### config.mk
export PLATFORM = sky130hd
export DESIGN_NAME = pipe_adder
export DESIGN_NICKNAME = d
export VERILOG_FILES = /design/src/rtl/pipe_adder_pkg.sv /design/src/rtl/adder_slice.sv /design/src/rtl/pipe_adder.sv
export SDC_FILE = /design/constraint.sdc
export NUM_CORES = 1
export LEC_CHECK = 0
export CAP_MARGIN = 5
export CORE_MARGIN = 2
export CORE_UTILIZATION = 25
export DETAILED_ROUTE_END_ITERATION = 12
export GPL_TIMING_DRIVEN = 0
export PLACE_DENSITY = 0.5
export SYNTH_ARGS = -nofsm -noshare
export SYNTH_HDL_FRONTEND = slang
export SYNTH_SLANG_ARGS = --single-unit
### constraint.sdc
create_clock -name clk -period 5.1 [get_ports clk]
set_clock_uncertainty 0.1 [all_clocks]
set_input_delay 1.02 -clock clk [delete_from_list [all_inputs] [get_ports clk]]
set_output_delay 1.02 -clock clk [all_outputs]
set_load 0.01 [all_outputs]
### src/rtl/pipe_adder_pkg.sv
// Shared definitions for the pipelined adder/subtractor: slice-width
// derivation, configuration sanity checks and status flag packing.
package pipe_adder_pkg;

    // Bit positions of the flags inside the packed status field
    localparam int FLAG_CARRY_BIT = 0;
    localparam int FLAG_OVF_BIT   = 1;
    localparam int FLAG_WIDTH     = 2;

    // Width of one carry-chained slice
    function automatic int chunk_width(input int width, input int stages);
        return width / stages;
    endfunction

    // A configuration is usable only when the operand splits into equal,
    // non-empty slices
    function automatic bit config_ok(input int width, input int stages);
        return (stages >= 1) && (stages <= width) && ((width % stages) == 0);
    endfunction

    // Pack carry and overflow into the status field
    function automatic logic [FLAG_WIDTH-1:0] pack_flags(input logic carry, input logic ovf);
        logic [FLAG_WIDTH-1:0] flags;
        flags = '0;
        flags[FLAG_CARRY_BIT] = carry;
        flags[FLAG_OVF_BIT]   = ovf;
        return flags;
    endfunction

endpackage

### src/rtl/adder_slice.sv
// Combinational W-bit slice of the carry chain. Behaves as a ripple of
// full adders; also exposes the carry into its MSB so the top slice can
// derive signed overflow.
module adder_slice #(
    parameter int W = 8
) (
    input  logic [W-1:0] a,
    input  logic [W-1:0] b,
    input  logic         cin,
    output logic [W-1:0] sum,
    output logic         cout,
    output logic         cin_msb
);

    logic [W:0] total;

    assign total   = {1'b0, a} + {1'b0, b} + {{W{1'b0}}, cin};
    assign sum     = total[W-1:0];
    assign cout    = total[W];
    // The MSB sum bit is a ^ b ^ carry-in, so the carry-in falls out directly
    assign cin_msb = a[W-1] ^ b[W-1] ^ total[W-1];

endmodule

### src/rtl/pipe_adder.sv
// Pipelined WIDTH-bit adder/subtractor. The add is split into STAGES
// slices, one register stage each. Upper operand slices are skewed so they
// meet their carry, finished lower sum slices ride along so the result
// leaves aligned. The whole pipeline advances or holds as one unit under a
// valid/ready handshake.
module pipe_adder
    import pipe_adder_pkg::*;
#(
    parameter int WIDTH  = 32,
    parameter int STAGES = 4
) (
    input  logic             clk,
    input  logic             rst_n,
    input  logic             in_valid,
    output logic             in_ready,
    input  logic [WIDTH-1:0] in_a,
    input  logic [WIDTH-1:0] in_b,
    input  logic             in_cin,
    input  logic             in_sub,
    output logic             out_valid,
    input  logic             out_ready,
    output logic [WIDTH-1:0] out_sum,
    output logic             out_carry,
    output logic             out_ovf
);

    localparam int CHUNK = chunk_width(WIDTH, STAGES);

    if (!config_ok(WIDTH, STAGES)) begin : g_bad_config
        $error("pipe_adder: WIDTH must be a multiple of STAGES and 1 <= STAGES <= WIDTH");
    end

    // Per-stage registers, indexed [stage][slice]
    logic [CHUNK-1:0]      a_pipe   [STAGES][STAGES];
    logic [CHUNK-1:0]      b_pipe   [STAGES][STAGES];
    logic [CHUNK-1:0]      sum_pipe [STAGES][STAGES];
    logic                  carry_q  [STAGES];
    logic [STAGES-1:0]     valid_q;
    logic [FLAG_WIDTH-1:0] flags_q;

    // Slice cell connections
    logic [CHUNK-1:0] sl_a    [STAGES];
    logic [CHUNK-1:0] sl_b    [STAGES];
    logic [CHUNK-1:0] sl_sum  [STAGES];
    logic             sl_cin  [STAGES];
    logic             sl_cout [STAGES];
    logic             sl_cmsb [STAGES];

    logic             advance;
    logic [WIDTH-1:0] b_eff;
    logic             c0;

    assign advance   = !valid_q[STAGES-1] || out_ready;
    assign in_ready  = advance;
    assign b_eff     = in_sub ? ~in_b : in_b;
    assign c0        = in_sub ? 1'b1 : in_cin;
    assign out_valid = valid_q[STAGES-1];
    assign out_carry = flags_q[FLAG_CARRY_BIT];
    assign out_ovf   = flags_q[FLAG_OVF_BIT];

    for (genvar k = 0; k < STAGES; k++) begin : g_stage
        if (k == 0) begin : g_first
            assign sl_a[k]   = in_a[CHUNK-1:0];
            assign sl_b[k]   = b_eff[CHUNK-1:0];
            assign sl_cin[k] = c0;
        end else begin : g_rest
            assign sl_a[k]   = a_pipe[k-1][k];
            assign sl_b[k]   = b_pipe[k-1][k];
            assign sl_cin[k] = carry_q[k-1];
        end

        adder_slice #(
            .W(CHUNK)
        ) u_slice (
            .a      (sl_a[k]),
            .b      (sl_b[k]),
            .cin    (sl_cin[k]),
            .sum    (sl_sum[k]),
            .cout   (sl_cout[k]),
            .cin_msb(sl_cmsb[k])
        );
    end

    // Reassemble the aligned result from the last stage's sum slices
    always_comb begin
        out_sum = '0;
        for (int j = 0; j < STAGES; j++) begin
            out_sum[j*CHUNK +: CHUNK] = sum_pipe[STAGES-1][j];
        end
    end

    // Advance every stage together, or hold all of them while the output stalls
    always_ff @(posedge clk or negedge rst_n) begin
        if (!rst_n) begin
            valid_q <= '0;
            flags_q <= '0;
            for (int k = 0; k < STAGES; k++) begin
                carry_q[k] <= 1'b0;
                for (int j = 0; j < STAGES; j++) begin
                    a_pipe[k][j]   <= '0;
                    b_pipe[k][j]   <= '0;
                    sum_pipe[k][j] <= '0;
                end
            end
        end else if (advance) begin
            valid_q[0] <= in_valid && in_ready;
            carry_q[0] <= sl_cout[0];
            for (int j = 0; j < STAGES; j++) begin
                a_pipe[0][j]   <= in_a[j*CHUNK +: CHUNK];
                b_pipe[0][j]   <= b_eff[j*CHUNK +: CHUNK];
                sum_pipe[0][j] <= (j == 0) ? sl_sum[0] : '0;
            end
            for (int k = 1; k < STAGES; k++) begin
                valid_q[k] <= valid_q[k-1];
                carry_q[k] <= sl_cout[k];
                for (int j = 0; j < STAGES; j++) begin
                    a_pipe[k][j]   <= a_pipe[k-1][j];
                    b_pipe[k][j]   <= b_pipe[k-1][j];
                    sum_pipe[k][j] <= (j == k) ? sl_sum[k] : sum_pipe[k-1][j];
                end
            end
            flags_q <= pack_flags(sl_cout[STAGES-1], sl_cmsb[STAGES-1] ^ sl_cout[STAGES-1]);
        end
    end

endmodule

==> results.json, run 1 <==
{
  "hold_path_class": "reg -> reg",
  "finalHoldViolCount": 0,
  "yosys_warnings": 0,
  "mappedNetlistArea_um2": 8500,
  "nets": 1170,
  "std_cell_rows": 67,
  "area_growth_pct": 26.4,
  "rsz0062_at_grt": "no",
  "die_h_um": 188,
  "gp_congestion": 0.775,
  "port_buffers": 104,
  "ir_worst_vdd_mv": 0.286,
  "drt_wl_total_mm": 21.2,
  "initialDrtViolationCount": 343,
  "grt_util_met1_pct": 16.8,
  "drt_pre_antenna_iters": 4,
  "crit_family": "buffers and inverters",
  "ys_seq_elements": 185,
  "clkTransAtPathRegs_ns": 0.07,
  "setup_viol": 0,
  "grt_pass1_vias": 6379,
  "clockRootBuffer": "clkbuf_16",
  "ys_types": 35,
  "num_vias": 6197,
  "slew_headroom_pct": 46.5,
  "worstHoldStart": "a_pipe[106]",
  "post_cts_buffers": 0,
  "whs_path_depth": 2,
  "antenna_cells": 0,
  "r2r-start": "a_pipe[32]",
  "regToRegSetupSlack_ns": 2.43,
  "cts_buffers": 17,
  "clock_latency_ns": 0.44,
  "cts_tree": "yes",
  "core_um2": 33500,
  "multiInputGateArea_um2": 3400,
  "critPathKind": "in -> out",
  "cp-start-kind": "input pin",
  "clock-sinks": 185,
  "dp_hpwl_mm": 15.8,
  "drc_errors": 0,
  "grt.busiest_layer": "met2",
  "synth_flop_cell": "dfrtp_1",
  "io_pins": 106,
  "postPlaceCellArea_um2": 10100,
  "reg2reg_depth": 8,
  "cap_violations": 0,
  "cp_slowest_cell": "clkdlybuf4s50_1",
  "synth_area_leaders": "dfrtp_1, nand2_1, ha_1",
  "p_total_mw": 6.52,
  "ys_seq_area_share_pct": 54.5,
  "synth_top_area_cell": "dfrtp_1",
  "postCtsHoldBufs": 0,
  "synth-edff-count": 0,
  "drtAntennaViolNets": 0,
  "final_cell_mix": "nand2_1, dfrtp_1, clkdlybuf4s50_1",
  "crit_chain": "clkdlybuf4s50_1 > nor2b_1 > buf_2 > inv_2 > buf_2 > buf_2 > clkdlybuf4s50_1",
  "die_w_um": 188,
  "report.final.slew_viol_count": 0,
  "required_ns": 3.98,
  "crit_path_end_kind": "output port",
  "cts_resized": 0,
  "synth_nets": 1046,
  "path_common_cell": "buf_2",
  "worst_ep_arrival_time_ns": 3.19,
  "grtUsageTotal_pct": 12.6,
  "grt_start_max_net_pins": 121,
  "overflow": 0,
  "powerDensity_nw_per_um2": 607,
  "timing.rr.end": "flags_q[1]",
  "use_met2_pct": 21.1,
  "worst_slew_pin_slew_ns": 0.802,
  "grt_pass1_wl_mm": 34.5,
  "register_area_um2": 4630,
  "drive_gt1_share_pct": 7.52,
  "fin_crit_sh_pct": 84.5,
  "final_common_cell": "nand2_1",
  "post_drt_wl_per_cell_um": 13.9,
  "fin_area_um2": 10700,
  "cts_buffer_depth": 2,
  "antenna_found_initial": 0,
  "cp_num_buf_inv": 6,
  "synth_top_area_share_pct": 54.5,
  "slowest_delay_ns": 0.64,
  "worstPathMaxFanout": 10,
  "async_flop_share_pct": 100,
  "h-tree-depth": 4,
  "hold-path-endpoint": "a_pipe[106]",
  "p_leak_nw": 5.12,
  "n_fill_cell": 3571,
  "syn_inst": 940,
  "start_util_pct": 25.3,
  "period_needed_ns": 4.31,
  "avgSynthCellArea_um2": 9.04,
  "tns_ns": 0,
  "use_met3_pct": 2.16,
  "clock.fmax_mhz": 232,
  "vias_per_cell": 4.06,
  "status": "finished clean",
  "die-area_um2": 35500
}
-- worst register-to-register path, stage by stage (launching register included) --
cell and delay [ns]:
dfrtp_1 0.41, fa_1 0.47, fa_1 0.45, a21oi_2 0.19
o22ai_1 0.13, or3_4 0.35, a31oi_4 0.19, xor2_1 0.16
a21oi_1 0.08
-- cell type report --
type,count,area share [%]
clock buffers,17,3.96
well taps,448,5.22
clock inverters,15,1.71
flip-flops and latches,185,43.1
inverters,14,0.489
multi-input cells,665,31.7
repair buffers,105,9.99
plain buffers,76,3.87
-- sequential cells by signal, summed over array words and instances (netlist names) --
name / count
carry_q: 3
valid_q: 4
sum_pipe: 48
b_pipe: 48
a_pipe: 48
flags_q: 2
out_sum: 32
-- power by group --
group	switching, mW	internal, mW	leakage, nW	total (mW)
Combinational	1.39	1.23	2.60	2.62
Clock	0.638	0.743	0.291	1.38
Sequential	0.394	2.13	2.23	2.52
Total	2.42	4.10	5.12	6.52
-- cell usage after synthesis, types with 2 or more instances --
| master | n |
|---|---|
| fa_1 | 8 |
| o21bai_1 | 6 |
| buf_4 | 32 |
| xnor2_1 | 36 |
| nand3_1 | 2 |
| o31ai_1 | 3 |
| nand2_1 | 429 |
| a31oi_1 | 6 |
| dfrtp_1 | 185 |
| nor2b_1 | 3 |
| nand2b_1 | 3 |
| and3b_1 | 2 |
| clkbuf_1 | 27 |
| a211oi_1 | 3 |
| o21ai_0 | 31 |
| buf_1 | 9 |
| nor3_1 | 6 |
| a21oi_2 | 2 |
| inv_1 | 13 |
| ha_1 | 28 |
| a21o_1 | 6 |
| buf_2 | 8 |
| a21oi_1 | 24 |
| or2_2 | 2 |
| o21ai_1 | 15 |
| nor2_1 | 26 |
| xor2_1 | 17 |
-- kinds of logic after synthesis --
group	share of synthesized area [%]
and+or+nand+nor	21.7
AOI/OAI and AO/OA	6.88
buffers and inverters	5.51
adders and majority gates	6.01
DFF	54.5
xor gates and xnor gates	5.46
-- layer usage --
| metal | up-vias | wire length (um) | part of all wire [%] |
|---|---|---|---|
| met3 | 15 | 810 | 3.8 |
| met4 | 0 | 261 | 1.2 |
| met5 | - | 0 | 0 |
| met2 | 96 | 10100 | 48 |
| li1 | 3181 | - | - |
| met1 | 2905 | 10000 | 47 |
-- worst max path at each step --
stage               from             to  slack (ns)  depth (start not counted)
6_report       out_ready       in_ready        0.79                          7
5_1_grt        out_ready       in_ready        0.69                          7
4_1_cts        out_ready       in_ready        0.80                          7
3_5_place_dp   out_ready       in_ready        0.81                          7
3_3_place_gp       rst_n    b_pipe[101]       -5.00                          1
2_1_floorplan     in_sub  sum_pipe[126]        1.84                         12
-- per-stage QoR --
stage | setup slack [ns] | instances | hold slack (ns) | util (%)
final | 0.791 | 1525 | 0.366 | 32.0
after global routing | 0.690 | 1525 | 0.390 | 32.0
after CTS | 0.805 | 1525 | 0.371 | 32.0
after detailed placement | 0.813 | 1493 | 0.356 | 30.2
after global placement | -5.00 | 1492 | 0.349 | 30.1
after floorplan | 1.84 | 940 | 0.330 | -
No activity file was read; power rests on OpenSTA's default activity.
==> run 2: changes to the inputs <==
--- a/config.mk
+++ b/config.mk
@@ -10,7 +10,7 @@
 export CORE_UTILIZATION = 25
 export DETAILED_ROUTE_END_ITERATION = 12
 export GPL_TIMING_DRIVEN = 0
-export PLACE_DENSITY = 0.5
+export PLACE_DENSITY = 0.52
 export SYNTH_ARGS = -nofsm -noshare
 export SYNTH_HDL_FRONTEND = slang
 export SYNTH_SLANG_ARGS = --single-unit
==> constraint.sdc (replaced) <==
create_clock -name clk -period 3.7 [get_ports clk]
set_clock_uncertainty 0.1 [all_clocks]
set_input_delay 0.74 -clock clk [delete_from_list [all_inputs] [get_ports clk]]
set_output_delay 0.74 -clock clk [all_outputs]
set_load 0.01 [all_outputs]
==> run 2 against run 1 <==
Against the previous run: core utilization is 0.15 points lower; final cell count is 0.13% lower; register-to-register slack worse by 1.4 ns; critical path type unchanged; hold slack worse by 0.17 ns; clock power is 28% higher.
==> results.json, run 2 (same netlist as run 1, synthesis figures left out) <==
{
  "rsz0062_at_grt": "no",
  "clock.fmax_mhz": 285,
  "antenna_found_initial": 0,
  "critPathKind": "in -> out",
  "worst_ep_arrival_time_ns": 2.66,
  "cts_buffers": 17,
  "final_cells": 1523,
  "setup_viol": 0,
  "die-area_um2": 35500,
  "hold_path_class": "in -> async",
  "grt_pass1_wl_mm": 34.5,
  "overflow": 0,
  "start_util_pct": 25.3,
  "ir_worst_vdd_mv": 0.416,
  "clockRootBuffer": "clkbuf_16",
  "clkTransAtPathRegs_ns": 0.07,
  "report.final.slew_viol_count": 0,
  "cts_tree": "yes",
  "drt_pre_antenna_iters": 4,
  "port_buffers": 104,
  "drtAntennaViolNets": 0,
  "die_h_um": 188,
  "clock-sinks": 185,
  "postCtsHoldBufs": 0,
  "final_common_cell": "nand2_1",
  "antenna_cells": 0,
  "grt_pass1_vias": 6328,
  "swShare_pct": 36.9,
  "crit_path_end_kind": "output port",
  "slew_headroom_pct": 48.8,
  "drive_gt1_share_pct": 7.35,
  "die_w_um": 188,
  "cap_violations": 0,
  "period_needed_ns": 3.50,
  "post_drt_wl_per_cell_um": 13.9,
  "intPower_mw": 5.58,
  "final_cell_mix": "nand2_1, dfrtp_1, clkdlybuf4s50_1",
  "p_leak_nw": 5.10,
  "core_um2": 33500,
  "switchingPower_mw": 3.27,
  "io_pins": 106,
  "grt_start_max_net_pins": 106,
  "h-tree-depth": 4,
  "vias_per_cell": 4.09,
  "pwr-share-seq_pct": 39.3,
  "tns_ns": 0,
  "drt_wl_total_mm": 21.1,
  "clock_latency_ns": 0.43,
  "whs_ns": 0.196,
  "post_cts_buffers": 0,
  "largest_registers": "a_pipe (48), b_pipe (48), sum_pipe (48)",
  "gp_congestion": 0.781,
  "std_cell_rows": 67,
  "cts_buffer_depth": 2,
  "combPwrFrac_pct": 40.7,
  "initialDrtViolationCount": 304,
  "grtUsageTotal_pct": 12.5,
  "drc_errors": 0,
  "status": "finished clean",
  "post-place-cells": 1493,
  "area_growth_pct": 25.8,
  "worst_slew_pin_slew_ns": 0.768,
  "dp_hpwl_mm": 15.8,
  "nets": 1169,
  "fin_crit_sh_pct": 94.7,
  "powerDensity_nw_per_um2": 828,
  "p_clk_share_pct": 20.0,
  "finalHoldViolCount": 0,
  "cp-start-kind": "input pin",
  "worstPathMaxFanout": 18,
  "required_ns": 2.86,
  "n_fill_cell": 3571,
  "num_vias": 6222
}
==> run 2: cell types whose count changed in the layout (fill, tap and decap cells not counted) <==
| cell | change |
|---|---|
| clkbuf_8 | +1 |
| clkinvlp_4 | +1 |
| clkinv_2 | +2 |
| inv_8 | -3 |
| clkinv_8 | -1 |
| buf_2 | -3 |
| bufinv_16 | -1 |
| clkbuf_4 | +2 |
==> run 2: cell type report <==
type                            instances  area (um^2)  share of cell area, %
Tap cell                              448          561                   5.24
Clock inverter                         13          121                   1.14
Buffer                                 75          415                   3.88
Multi-Input combinational cell        665         3400                   31.8
Clock buffer                           18          439                   4.11
Timing Repair Buffer                  105         1070                   10.0
Inverter                               14         52.6                  0.491
Sequential cell                       185         4630                   43.3
==> run 2: stage by stage <==
| step | setup slack (ns) | util [%] | area, um^2 | total power, mW |
|---|---|---|---|---|
| 3_3_place_gp | -6.07 | 30.1 | 10100 | 7.11 |
| 4_1_cts | 0.000424 | 31.9 | 10700 | 8.98 |
| 5_1_grt | 0.0779 | 31.9 | 10700 | 9.61 |
| 6_report | 0.196 | 31.9 | 10700 | 8.85 |
| 2_1_floorplan | 0.723 | - | 8500 | 5.84 |
| 3_5_place_dp | 0.00996 | 30.2 | 10100 | 7.19 |
==> run 2: what timing repair did <==
action | 4_1_cts | 5_1_grt
endpoints found under the setup margin | 0 | 1
gates resized for setup | 0 | 2
endpoints found under the hold margin | 0 | 0
==> run 2: critical path, cell delays in order <==
cell and delay, ns:
clkdlybuf4s50_1 0.46, nor2b_1 0.07, clkbuf_4 0.21, inv_2 0.27
clkbuf_4 0.32, clkdlybuf4s50_1 0.58
==> run 2: final timing paths <==
kind	start	to	slack, ns	cells past startpoint
max	out_ready	in_ready	0.20	6
min	rst_n	out_sum[13]	0.20	1
max reg2reg	a_pipe[32]	flags_q[1]	1.07	8
min reg2reg	sum_pipe[44]	out_sum[20]	0.36	2
max in group asynchronous	rst_n	b_pipe[37]	2.36	2
min in group clk	sum_pipe[44]	out_sum[20]	0.36	2
==> run 2: per-layer routing <==
layer | vias to the layer above | track usage, % | routed length [um]
met5 | - | 0 | 0
met4 | 0 | 2.49 | 162
met3 | 14 | 2.79 | 1010
met2 | 111 | 21.4 | 10400
met1 | 2920 | 16.3 | 9490
li1 | 3177 | - | -
==> run 2: power by group through the flow <==
| stage | Combinational, mW | Clock, mW | Sequential, mW |
|---|---|---|---|
| final | 3.60 | 1.77 | 3.48 |
| after global routing | 4.12 | 1.89 | 3.60 |
| after CTS | 3.68 | 1.81 | 3.49 |
| after detailed placement | 3.66 | 0 | 3.53 |
| after global placement | 3.60 | 0 | 3.50 |
| after floorplan | 2.50 | 0 | 3.34 |
